===== config.mk =====
export PLATFORM = sky130hd
export DESIGN_NAME = rd_ptr_ctrl_flat
export DESIGN_NICKNAME = d
export VERILOG_FILES = /design/src/rtl/fifo_pkg.sv /design/src/rtl/rd_ptr_ctrl_if.sv /design/src/rtl/gray_ptr_reg.sv /design/src/rtl/rd_ptr_ctrl.sv /design/src/flat_wrapper.sv
export SDC_FILE = /design/constraint.sdc
export NUM_CORES = 1
export LEC_CHECK = 0
export BUFFER_PORTS_ARGS = -buffer_cell sky130_fd_sc_hd__buf_4
export CAP_MARGIN = 20
export CELL_PAD_IN_SITES_DETAIL_PLACEMENT = 1
export CELL_PAD_IN_SITES_GLOBAL_PLACEMENT = 1
export CORE_MARGIN = 10
export CORE_UTILIZATION = 35
export CTS_BUF_LIST = sky130_fd_sc_hd__clkbuf_8 sky130_fd_sc_hd__clkbuf_16
export CTS_CLUSTER_SIZE = 10
export DETAILED_ROUTE_END_ITERATION = 6
export GPL_ROUTABILITY_DRIVEN = 1
export PLACE_DENSITY = 0.72
export SYNTH_ARGS = -nofsm -noshare
export SYNTH_HDL_FRONTEND = slang
export SYNTH_HIERARCHICAL = 1
export SYNTH_SLANG_ARGS = --single-unit

===== constraint.sdc =====
create_clock -name clk -period 4 [get_ports clk]
set_clock_uncertainty 0.2 [all_clocks]
set_input_delay 0.8 -clock clk [delete_from_list [all_inputs] [get_ports clk]]
set_output_delay 0.8 -clock clk [all_outputs]
set_load 0.01 [all_outputs]

===== src/rtl/fifo_pkg.sv =====
// fifo_pkg: shared constants and Gray-code helpers for the async FIFO
// pointer controllers (read side and write side).
//
// The conversion functions work on a zero-extended GRAY_W-bit value so one
// definition serves every pointer width; callers cast in and truncate out.
// Zero upper bits map to zero upper bits in both directions, so truncation
// is exact for any width up to GRAY_W.
package fifo_pkg;

    localparam int GRAY_W        = 32;
    localparam int DEF_ADDR_BITS = 2;
    localparam int DEF_DEPTH     = 1 << DEF_ADDR_BITS;

    // Pointer width including the wrap bit that separates full from empty.
    function automatic int ptr_bits(input int addr_bits);
        return addr_bits + 1;
    endfunction

    function automatic logic [GRAY_W-1:0] bin2gray(input logic [GRAY_W-1:0] b);
        return b ^ (b >> 1);
    endfunction

    // Prefix XOR from the MSB down.
    function automatic logic [GRAY_W-1:0] gray2bin(input logic [GRAY_W-1:0] g);
        logic [GRAY_W-1:0] b;
        b[GRAY_W-1] = g[GRAY_W-1];
        for (int i = GRAY_W - 2; i >= 0; i--) begin
            b[i] = b[i+1] ^ g[i];
        end
        return b;
    endfunction

endpackage


===== src/rtl/rd_ptr_ctrl_if.sv =====
// rd_ptr_ctrl_if: read-side bus between the FIFO consumer and rd_ptr_ctrl.
//
// Handshake: rd_en is a request. It is accepted in a cycle exactly when the
// registered empty flag is low in that cycle; empty is the inverse of ready.
// A request while empty is rejected, leaves the pointer alone and is reported
// by underflow one cycle later. There is no separate data-valid: read data
// comes from the memory at raddr in the accept cycle.
//
// Signals: rd_en, clr_err, wptr_gray_sync (into the controller);
//          raddr, rptr_gray, empty, almost_empty, level, underflow,
//          underflow_sticky (out of the controller).
import fifo_pkg::*;

interface rd_ptr_ctrl_if #(
    parameter int ADDR_BITS = DEF_ADDR_BITS,
    parameter int PTR_BITS  = ptr_bits(ADDR_BITS)
);
    logic                 rd_en;
    logic [PTR_BITS-1:0]  wptr_gray_sync;
    logic                 clr_err;
    logic [ADDR_BITS-1:0] raddr;
    logic [PTR_BITS-1:0]  rptr_gray;
    logic                 empty;
    logic                 almost_empty;
    logic [PTR_BITS-1:0]  level;
    logic                 underflow;
    logic                 underflow_sticky;

    // Consumer side.
    modport master (
        output rd_en, wptr_gray_sync, clr_err,
        input  raddr, rptr_gray, empty, almost_empty, level,
               underflow, underflow_sticky
    );

    // Controller side.
    modport slave (
        input  rd_en, wptr_gray_sync, clr_err,
        output raddr, rptr_gray, empty, almost_empty, level,
               underflow, underflow_sticky
    );
endinterface


===== src/rtl/gray_ptr_reg.sv =====
// gray_ptr_reg: binary + Gray pointer register pair.
//
// Ports: clk, rst (sync, active-high), inc (advance by one),
//        bin/gray (registered values), bin_next/gray_next (values that load
//        on the next edge, exposed so the owner can compute status from them).
// Both registers load together so the Gray copy never lags the binary one.
import fifo_pkg::*;

module gray_ptr_reg #(
    parameter int W = 3
) (
    input  logic         clk,
    input  logic         rst,
    input  logic         inc,
    output logic [W-1:0] bin,
    output logic [W-1:0] gray,
    output logic [W-1:0] bin_next,
    output logic [W-1:0] gray_next
);
    // Natural wrap at 2**W.
    assign bin_next  = bin + W'(inc);
    assign gray_next = W'(bin2gray(GRAY_W'(bin_next)));

    always_ff @(posedge clk) begin
        if (rst) begin
            bin  <= '0;
            gray <= '0;
        end else begin
            bin  <= bin_next;
            gray <= gray_next;
        end
    end
endmodule


===== src/rtl/rd_ptr_ctrl.sv =====
// rd_ptr_ctrl: read-domain pointer and status controller for the async FIFO.
//
// Ports: clk, rst (sync, active-high); bus (rd_ptr_ctrl_if.slave) carrying
//        rd_en, wptr_gray_sync, clr_err in and raddr, rptr_gray, empty,
//        almost_empty, level, underflow, underflow_sticky out.
// All status outputs are registered and computed from the pointer value that
// is being loaded on the same edge, so they change together one cycle after
// the read or write-pointer movement that caused them.
import fifo_pkg::*;

module rd_ptr_ctrl #(
    parameter int ADDR_BITS = DEF_ADDR_BITS,
    parameter int PTR_BITS  = ptr_bits(ADDR_BITS),
    parameter int AE_THRESH = 1
) (
    input logic               clk,
    input logic               rst,
    rd_ptr_ctrl_if.slave      bus
);
    localparam logic [PTR_BITS-1:0] AE_T = PTR_BITS'(AE_THRESH);

    logic                rd_acc;
    logic                rd_rej;
    logic [PTR_BITS-1:0] rbin;
    logic [PTR_BITS-1:0] rgray;
    logic [PTR_BITS-1:0] rbin_next;
    logic [PTR_BITS-1:0] rgray_next;
    logic [PTR_BITS-1:0] wbin;
    logic [PTR_BITS-1:0] level_next;

    logic                empty_q;
    logic                almost_empty_q;
    logic [PTR_BITS-1:0] level_q;
    logic                underflow_q;
    logic                sticky_q;

    // Accept/reject use the registered empty flag, never a combinational one.
    assign rd_acc = bus.rd_en & ~empty_q;
    assign rd_rej = bus.rd_en &  empty_q;

    gray_ptr_reg #(.W(PTR_BITS)) u_rptr (
        .clk       (clk),
        .rst       (rst),
        .inc       (rd_acc),
        .bin       (rbin),
        .gray      (rgray),
        .bin_next  (rbin_next),
        .gray_next (rgray_next)
    );

    assign wbin       = PTR_BITS'(gray2bin(GRAY_W'(bus.wptr_gray_sync)));
    // Modular difference; the wrap bit makes a full FIFO read as 2**ADDR_BITS.
    assign level_next = wbin - rbin_next;

    always_ff @(posedge clk) begin
        if (rst) begin
            empty_q        <= 1'b1;
            almost_empty_q <= 1'b1;
            level_q        <= '0;
            underflow_q    <= 1'b0;
            sticky_q       <= 1'b0;
        end else begin
            empty_q        <= (rgray_next == bus.wptr_gray_sync);
            almost_empty_q <= (level_next <= AE_T);
            level_q        <= level_next;
            underflow_q    <= rd_rej;
            // A new underflow outranks a clear in the same cycle.
            sticky_q       <= rd_rej | (sticky_q & ~bus.clr_err);
        end
    end

    // The wrap bit only matters for full/empty; it never addresses memory.
    logic unused_rbin_msb;
    assign unused_rbin_msb = rbin[PTR_BITS-1];

    assign bus.raddr            = rbin[ADDR_BITS-1:0];
    assign bus.rptr_gray        = rgray;
    assign bus.empty            = empty_q;
    assign bus.almost_empty     = almost_empty_q;
    assign bus.level            = level_q;
    assign bus.underflow        = underflow_q;
    assign bus.underflow_sticky = sticky_q;
endmodule


===== src/flat_wrapper.sv =====
// flat-port wrapper written by rule: the top's interface ports become plain ports
module rd_ptr_ctrl_flat 
#(
    parameter int ADDR_BITS = DEF_ADDR_BITS,
    parameter int PTR_BITS  = ptr_bits(ADDR_BITS),
    parameter int AE_THRESH = 1
)
  (clk, rst, bus_rd_en, bus_wptr_gray_sync, bus_clr_err, bus_raddr, bus_rptr_gray, bus_empty, bus_almost_empty, bus_level, bus_underflow, bus_underflow_sticky);
  rd_ptr_ctrl_if #(.ADDR_BITS(ADDR_BITS), .PTR_BITS(PTR_BITS)) bus_i ();
  input logic clk;
  input logic rst;
  input wire logic [$bits(bus_i.rd_en)-1:0] bus_rd_en;
  input wire logic [$bits(bus_i.wptr_gray_sync)-1:0] bus_wptr_gray_sync;
  input wire logic [$bits(bus_i.clr_err)-1:0] bus_clr_err;
  output wire logic [$bits(bus_i.raddr)-1:0] bus_raddr;
  output wire logic [$bits(bus_i.rptr_gray)-1:0] bus_rptr_gray;
  output wire logic [$bits(bus_i.empty)-1:0] bus_empty;
  output wire logic [$bits(bus_i.almost_empty)-1:0] bus_almost_empty;
  output wire logic [$bits(bus_i.level)-1:0] bus_level;
  output wire logic [$bits(bus_i.underflow)-1:0] bus_underflow;
  output wire logic [$bits(bus_i.underflow_sticky)-1:0] bus_underflow_sticky;
  assign bus_i.rd_en = bus_rd_en;
  assign bus_i.wptr_gray_sync = bus_wptr_gray_sync;
  assign bus_i.clr_err = bus_clr_err;
  assign bus_raddr = bus_i.raddr;
  assign bus_rptr_gray = bus_i.rptr_gray;
  assign bus_empty = bus_i.empty;
  assign bus_almost_empty = bus_i.almost_empty;
  assign bus_level = bus_i.level;
  assign bus_underflow = bus_i.underflow;
  assign bus_underflow_sticky = bus_i.underflow_sticky;
  rd_ptr_ctrl #(.ADDR_BITS(ADDR_BITS), .PTR_BITS(PTR_BITS), .AE_THRESH(AE_THRESH)) u_core (.clk(clk), .rst(rst), .bus(bus_i));
endmodule

==> flow_summary.yaml, run 1 <==
synthesis:
  ys_ff_latch: 12
  syn_avg_cell_area_um2: 11.5
  synth_cells: 46
  yosysUniqueCellTypes: 18
  ys_seq_area_share_pct: 45.6
  synth_fp_nets: 57
  ys_warn_count: 6
  synth_area_um2: 527
sta:
  setup_tns_ns: 0
  layout_min_cycle_time_ns: 2.62
  clock.fmax_ghz: 0.382
  finalSetupViolations: 0
  slew_headroom_pct: 80.4
  hold_viol: 0
  fin_crit_sh_pct: 65.4
  grt_setup_unrepaired: "no"
  tightest_slew_ns: 0.293
  maxSlewViolCount: 0
cells_and_area:
  multi_input_area_um2: 260
  final_cell_mix: "18 x buf_4, 12 x dfxtp_1, 5 x xnor2_1, 5 x nor2_1, 4 x clkbuf_8"
  area_growth_pct: 36.8
  register_area_um2: 240
  fillers: 164
  antenna_cells: 0
  final-instance-count-excl-fill: 81
  drive_above_1_share_pct: 37.9
  fin_util_pct: 52.7
  layout_commonest_cell: "buf_4"
  nNetsFinal: 78
setup_path:
  critPathBufInv: 2
  slowest_stage: "fa_1"
  setup.worst_path.class: "input port to flop"
  crit_arrival_ns: 2.55
  cp_slowest_stage_delay_ns: 0.53
  crit_chain: "buf_4 > nor2b_1 > ha_1 > ha_1 > inv_1 > fa_1 > nor2b_1 > o21ba_1"
  crit_path_end_kind: "flop"
  required_ns: 3.93
  cp_max_fo: 5
  crit_family: "adder cells"
  cp-start-kind: "input port"
global_route:
  grt-ovfl-total: 0
  met1_usage_pct: 6.10
  use_met3_pct: 4.29
  antenna_found_initial: 0
  grt_usage_pct: 6.34
  grt_first_pass_wirelength_um: 1760
  gr-usage-met2_pct: 11.1
  grt_max_degree: 13
  grt_pass1_vias: 425
  gr-max-usage-layer: "met2"
cts:
  clk_pin_slew_ns: 0.06
  clk_latency_ns: 0.24
  cts_setup_buffers: 0
  ctsResizeCount: 0
  postCtsHoldBufs: 0
  numCtsBuffers: 3
  cts.htree.levels: 1
  numClockSinks: 12
  cts_buffer_depth: 2
  root_buffer: "clkbuf_8"
  cts_tree: "yes"
pwr:
  vdd_drop_max_mv: 0.230
  p_per_area_nw_per_um2: 473
  p_leak_nw: 0.358
die:
  fp.dieH_um: 58.8
  rows: 13
  core_area_um2: 1370
  io_pins: 19
  die_w_um: 58.8
  dieArea_um2: 3460
  start_util_pct: 38.6
placement:
  place_congestion: 0.672
  numPortBuffers: 18
  dpl.cell_count: 77
  dp_hpwl_um: 848
routing:
  drt_wl_total_um: 1060
  postRouteAntennaNets: 0
  drc_errors: 0
  vias: 376
  wire_per_inst_um: 13.1
  drtPass1Iterations: 2
  drt-initial-drc-count: 2
  via_per_inst: 4.64
run_status:
  status: "finished clean"
worst_hold_path:
  hold_path.class: "flop to flop"
job:
  maxCapViolations: 0
## synthesized netlist by cell type (all sizes together)
library cell	number	area [um2]
and2b	2	15.0
nor2	5	18.8
ha	3	37.5
xor3	1	23.8
a31o	1	8.76
nor2b	3	18.8
nand2	1	3.75
buf	2	15.0
o21ba	1	10.0
inv	3	11.3
dfxtp	12	240
xor2	2	17.5
fa	1	20.0
nand2b	1	6.26
mux2	1	15.0
a21oi	1	5.00
xnor2	6	60.1
## report_power, final
group | internal [mW] | leakage, nW | switching, mW
clock network | 0.0868 | 0.0288 | 0.0445
registers | 0.133 | 0.0991 | 0.00459
logic | 0.0399 | 0.230 | 0.0321
total | 0.260 | 0.358 | 0.0812
## per-layer routing
metal  part of all wire, %  vias to the layer above
li1                      -                      184
met2                    49                       12
met4                     0                        0
met5                     0                        -
met1                    40                      180
met3                    12                        0
## area by class of cell
cell class	count	share of cell area (%)
Inverter	3	1.56
Timing Repair Buffer	18	18.8
Tap cell	15	2.60
Clock buffer	4	7.64
Multi-Input combinational cell	29	36.1
Sequential cell	12	33.3
## final timing paths
kind	slack (ns)	from	cells after the start	end
hold reg to reg	0.29	u_core/bus.empty$_SDFF_PP1_	2	u_core/bus.underflow$_SDFF_PP0_
setup reg to reg	1.79	u_core/bus.empty$_SDFF_PP1_	7	u_core/bus.almost_empty$_SDFF_PP1_
setup / recovery	1.38	bus_rd_en	8	u_core/bus.almost_empty$_SDFF_PP1_
hold / removal	0.29	u_core/bus.empty$_SDFF_PP1_	2	u_core/bus.underflow$_SDFF_PP0_
## state kept, by name (all words and copies together), names as in the netlist
name                         flops
u_core/bus.underflow             1
u_core/bus.level                 3
u_core/bus.empty                 1
u_core/bus.almost_empty          1
u_core/bus.underflow_sticky      1
u_core/u_rptr/gray               2
u_core/u_rptr/bin                3
## cells by family (layout without fill, tap and decap cells)
| family | Yosys count | in the layout | synth area share [%] |
|---|---|---|---|
| xor gates and xnor gates | 9 | 9 | 19.2 |
| muxes | 1 | 1 | 2.85 |
| adders and majority gates | 4 | 4 | 10.9 |
| AOI/OAI and AO/OA | 3 | 3 | 4.51 |
| buffers and inverters | 5 | 25 | 4.99 |
| and+or+nand+nor | 12 | 12 | 11.9 |
| DFF | 12 | 12 | 45.6 |
## worst reg2reg max path, delay by kind of cell, from the launching register on
family / cells / cell delay [ns]
adder cells (fa/ha/maj): 3 / 1.12
flip-flops: 1 / 0.34
AND/OR/NAND/NOR: 2 / 0.21
AO/OA/AOI/OAI: 1 / 0.16
buffers and inverters: 1 / 0.09
## metrics by stage
step	setup slack [ns]	instance area [um2]	power (mW)	hold slack, ns
finish	1.38	721	0.341	0.286
global route	1.25	721	0.360	0.298
CTS	1.37	721	0.348	0.283
detailed placement	1.12	666	0.214	0.276
global placement	1.14	666	0.212	0.264
floorplan	1.38	527	0.179	0.287
Note: power is estimated with default switching activity, not from simulation.
==> run 2: changes to the inputs <==
Settings changed: CORE_UTILIZATION 35 to 34, PLACE_DENSITY 0.72 to 0.7.
Clock period 4 ns to 2.5 ns, I/O delays scaled along.
==> flow_summary.yaml, run 2 (synthesized netlist as in run 1, its figures left out) <==
run_status:
  status: "finished clean"
cells_and_area:
  drive_above_1_share_pct: 40.6
  final-instance-count-excl-fill: 85
  fillers: 174
  finalInstanceArea_um2: 744
  multi_input_area_um2: 260
  nNetsFinal: 81
  antenna_cells: 0
  layout_commonest_cell: "buf_4"
  fin_util_pct: 50.0
  area_growth_pct: 41.3
  final_cell_mix: "21 x buf_4, 12 x dfxtp_1, 5 x xnor2_1, 5 x nor2_1, 4 x clkbuf_8"
  register_area_um2: 240
routing:
  vias: 370
  via_per_inst: 4.35
  postRouteAntennaNets: 0
  drtPass1Iterations: 2
  drt-initial-drc-count: 1
  wire_per_inst_um: 12.2
  drt_wl_total_um: 1040
  drc_errors: 0
pwr:
  p_leak_nw: 0.372
  vdd_drop_max_mv: 0.324
  p_per_area_nw_per_um2: 735
cts:
  ctsResizeCount: 0
  cts_buffer_depth: 2
  cts.htree.levels: 1
  root_buffer: "clkbuf_8"
  cts_setup_buffers: 0
  clk_pin_slew_ns: 0.05
  cts_tree: "yes"
  clk_latency_ns: 0.24
  numClockSinks: 12
  numCtsBuffers: 3
  postCtsHoldBufs: 0
sta:
  layout_min_cycle_time_ns: 2.19
  grt_setup_unrepaired: "no"
  clock.fmax_ghz: 0.458
  setup_tns_ns: 0
  fin_crit_sh_pct: 87.4
  maxSlewViolCount: 0
  tightest_slew_ns: 0.234
  hold_ws_ns: 0.269
  finalSetupViolations: 0
  slew_headroom_pct: 84.4
  hold_viol: 0
setup_path:
  cp_max_fo: 2
  crit_arrival_ns: 2.12
  required_ns: 2.44
  crit_path_end_kind: "flop"
  cp-start-kind: "input port"
  setup.worst_path.class: "input port to flop"
die:
  rows: 14
  core_area_um2: 1490
  dieArea_um2: 3520
  fp.dieH_um: 59.4
  io_pins: 19
  start_util_pct: 35.4
  die_w_um: 59.4
placement:
  place_area_um2: 689
  dp_hpwl_um: 853
  numPortBuffers: 18
  place_congestion: 0.639
  dpl.cell_count: 81
global_route:
  grt_pass1_vias: 419
  grt_usage_pct: 7.04
  grt-ovfl-total: 0
  antenna_found_initial: 0
  grt_max_degree: 13
  grt_first_pass_wirelength_um: 1790
worst_hold_path:
  hold_path.class: "flop to flop"
job:
  maxCapViolations: 0
-- run 2: changes by cell type in the layout (fill, tap and decap cells not counted), sizes merged --
cell,before,now
buf,18,21
-- run 2: cell type report --
type	count	area share, %
Sequential cell	12	32.3
Multi-Input combinational cell	29	35.0
Tap cell	16	2.69
Inverter	3	1.51
Clock buffer	4	7.39
Timing Repair Buffer	21	21.2
-- run 2: metrics by stage --
step | power, mW | setup slack, ns
floorplan | 0.286 | 0.182
global placement | 0.344 | 0.0688
detailed placement | 0.344 | 0.0761
CTS | 0.560 | 0.308
global route | 0.581 | 0.195
finish | 0.547 | 0.315
-- run 2: layer usage --
layer  routed length, um  up-vias  global-route usage, %
li1                    -      187                      -
met5                   0        -                      0
met4                  20        0                   3.93
met1                 386      162                   6.09
met3                 169        4                   6.87
met2                 459       17                   10.4
-- run 2: worst paths after layout --
kind | depth (start not counted) | endpoint | start | slack [ns]
min | 2 | u_core/bus.underflow_sticky$_SDFF_PP0_ | u_core/bus.underflow_sticky$_SDFF_PP0_ | 0.27
min reg2reg | 2 | u_core/bus.underflow_sticky$_SDFF_PP0_ | u_core/bus.underflow_sticky$_SDFF_PP0_ | 0.27
max | 8 | u_core/bus.almost_empty$_SDFF_PP1_ | bus_rd_en | 0.31
max reg2reg | 7 | u_core/bus.almost_empty$_SDFF_PP1_ | u_core/bus.empty$_SDFF_PP1_ | 0.41
-- run 2: worst max-delay path, stage by stage --
cell,delay (ns)
buf_4,0.11
nor2b_1,0.12
ha_1,0.19
ha_1,0.30
inv_1,0.06
fa_1,0.53
nor2b_1,0.15
o21ba_1,0.15
-- run 2: report_power, final --
| part | total [mW] | internal, mW | switching, mW |
|---|---|---|---|
| clock | 0.210 | 0.139 | 0.0712 |
| sequential | 0.220 | 0.213 | 0.00692 |
| combinational | 0.117 | 0.0670 | 0.0501 |
| total | 0.547 | 0.419 | 0.128 |
==> run 3: changes to the inputs <==
Settings changed: REMOVE_ABC_BUFFERS from default to 1.
==> flow_summary.yaml, run 3 (synthesized netlist as in run 1, its figures left out) <==
run_status:
  status: "finished clean"
cells_and_area:
  nNetsFinal: 81
  final_cell_mix: "21 x buf_4, 12 x dfxtp_1, 5 x xnor2_1, 5 x nor2_1"
  layout_commonest_cell: "buf_4"
  fillers: 176
  area_growth_pct: 38.7
  drive_above_1_share_pct: 39.7
  finalInstanceArea_um2: 731
  antenna_cells: 0
cts:
  cts_tree: "yes"
  numClockSinks: 12
  clk_latency_ns: 0.24
  cts_setup_buffers: 0
  root_buffer: "clkbuf_8"
  numCtsBuffers: 3
  cts.htree.levels: 1
  ctsResizeCount: 0
  cts_buffer_depth: 2
  clk_pin_slew_ns: 0.05
  postCtsHoldBufs: 0
sta:
  setup_tns_ns: 0
  tightest_slew_ns: 0.218
  maxSlewViolCount: 0
  clock.fmax_ghz: 0.451
  slew_headroom_pct: 85.4
  finalSetupViolations: 0
  layout_min_cycle_time_ns: 2.22
  grt_setup_unrepaired: "no"
  fin_crit_sh_pct: 88.6
  hold_viol: 0
pwr:
  p_per_area_nw_per_um2: 699
  switchingPower_mw: 0.124
  switching_share_pct: 24.3
  p_int_mw: 0.386
  vdd_drop_max_mv: 0.280
  clkPwrFrac_pct: 33.5
  p_leak_nw: 0.365
  pwr-share-seq_pct: 43.2
  p_comb_share_pct: 23.3
routing:
  vias: 380
  wire_per_inst_um: 12.7
  drtPass1Iterations: 2
  drc_errors: 0
  drt_wl_total_um: 1070
  via_per_inst: 4.52
  drt-initial-drc-count: 1
  postRouteAntennaNets: 0
setup_path:
  crit_path_end_kind: "flop"
  cp_max_fo: 2
  required_ns: 2.43
  r2r_slack_ns: 0.38
  cp-start-kind: "input port"
  crit_arrival_ns: 2.15
  setup.worst_path.class: "input port to flop"
die:
  core_area_um2: 1490
  fp.dieH_um: 59.4
  die_w_um: 59.4
  io_pins: 19
  dieArea_um2: 3520
  rows: 14
  start_util_pct: 35.4
global_route:
  grt_pass1_vias: 432
  grt-ovfl-total: 0
  grt_first_pass_wirelength_um: 1890
  grt_max_degree: 13
  antenna_found_initial: 0
  grt_usage_pct: 7.17
placement:
  dp_hpwl_um: 874
  place_congestion: 0.695
  numPortBuffers: 18
  place_area_um2: 689
worst_hold_path:
  hold_path.class: "flop to flop"
job:
  maxCapViolations: 0
-- run 3: cell types whose count changed in the layout (fill, tap and decap cells not counted) --
cell | previous run | this run
clkbuf_8 | 4 | 3
-- run 3: final timing paths --
kind,to,startpoint,cells past startpoint
setup / recovery,u_core/bus.almost_empty$_SDFF_PP1_,bus_rd_en,8
hold / removal,u_core/bus.underflow_sticky$_SDFF_PP0_,u_core/bus.underflow_sticky$_SDFF_PP0_,2
setup reg to reg,u_core/bus.almost_empty$_SDFF_PP1_,u_core/bus.empty$_SDFF_PP1_,7
hold reg to reg,u_core/bus.underflow_sticky$_SDFF_PP0_,u_core/bus.underflow_sticky$_SDFF_PP0_,2
-- run 3: power groups by stage --
stage | registers, mW | clock network, mW | logic (mW)
finish | 0.220 | 0.171 | 0.119
global route | 0.223 | 0.189 | 0.135
CTS | 0.221 | 0.179 | 0.124
detailed placement | 0.224 | 0 | 0.123
global placement | 0.224 | 0 | 0.120
floorplan | 0.235 | 0 | 0.0514
-- run 3: stage by stage --
stage | power (mW) | cells | hold WS [ns] | util, % | worst slack (ns)
floorplan | 0.286 | 44 | 0.287 | - | 0.182
finish | 0.511 | 84 | 0.269 | 49.1 | 0.284
detailed placement | 0.347 | 81 | 0.265 | 46.3 | 0.0433
global placement | 0.345 | 81 | 0.262 | 46.3 | 0.0453
global route | 0.547 | 84 | 0.296 | 49.1 | 0.193
CTS | 0.523 | 84 | 0.274 | 49.1 | 0.270
-- run 3: critical path, stage by stage --
cell and delay [ns]:
buf_4 0.11, nor2b_1 0.12, ha_1 0.20, ha_1 0.30
inv_1 0.06, fa_1 0.53, nor2b_1 0.16, o21ba_1 0.16
-- run 3: layout make-up --
class | count | area, um2 | share of cell area (%)
multi-input combinational | 29 | 260 | 35.6
clock buffer | 3 | 41.3 | 5.65
timing repair buffer | 21 | 158 | 21.6
inverter | 3 | 11.3 | 1.54
sequential | 12 | 240 | 32.9
tap | 16 | 20.0 | 2.74
-- run 3: per-layer routing --
layer	wire (um)	track usage, %
met4	29	5.90
met5	0	0
met2	469	10.4
met3	141	4.08
met1	425	7.30
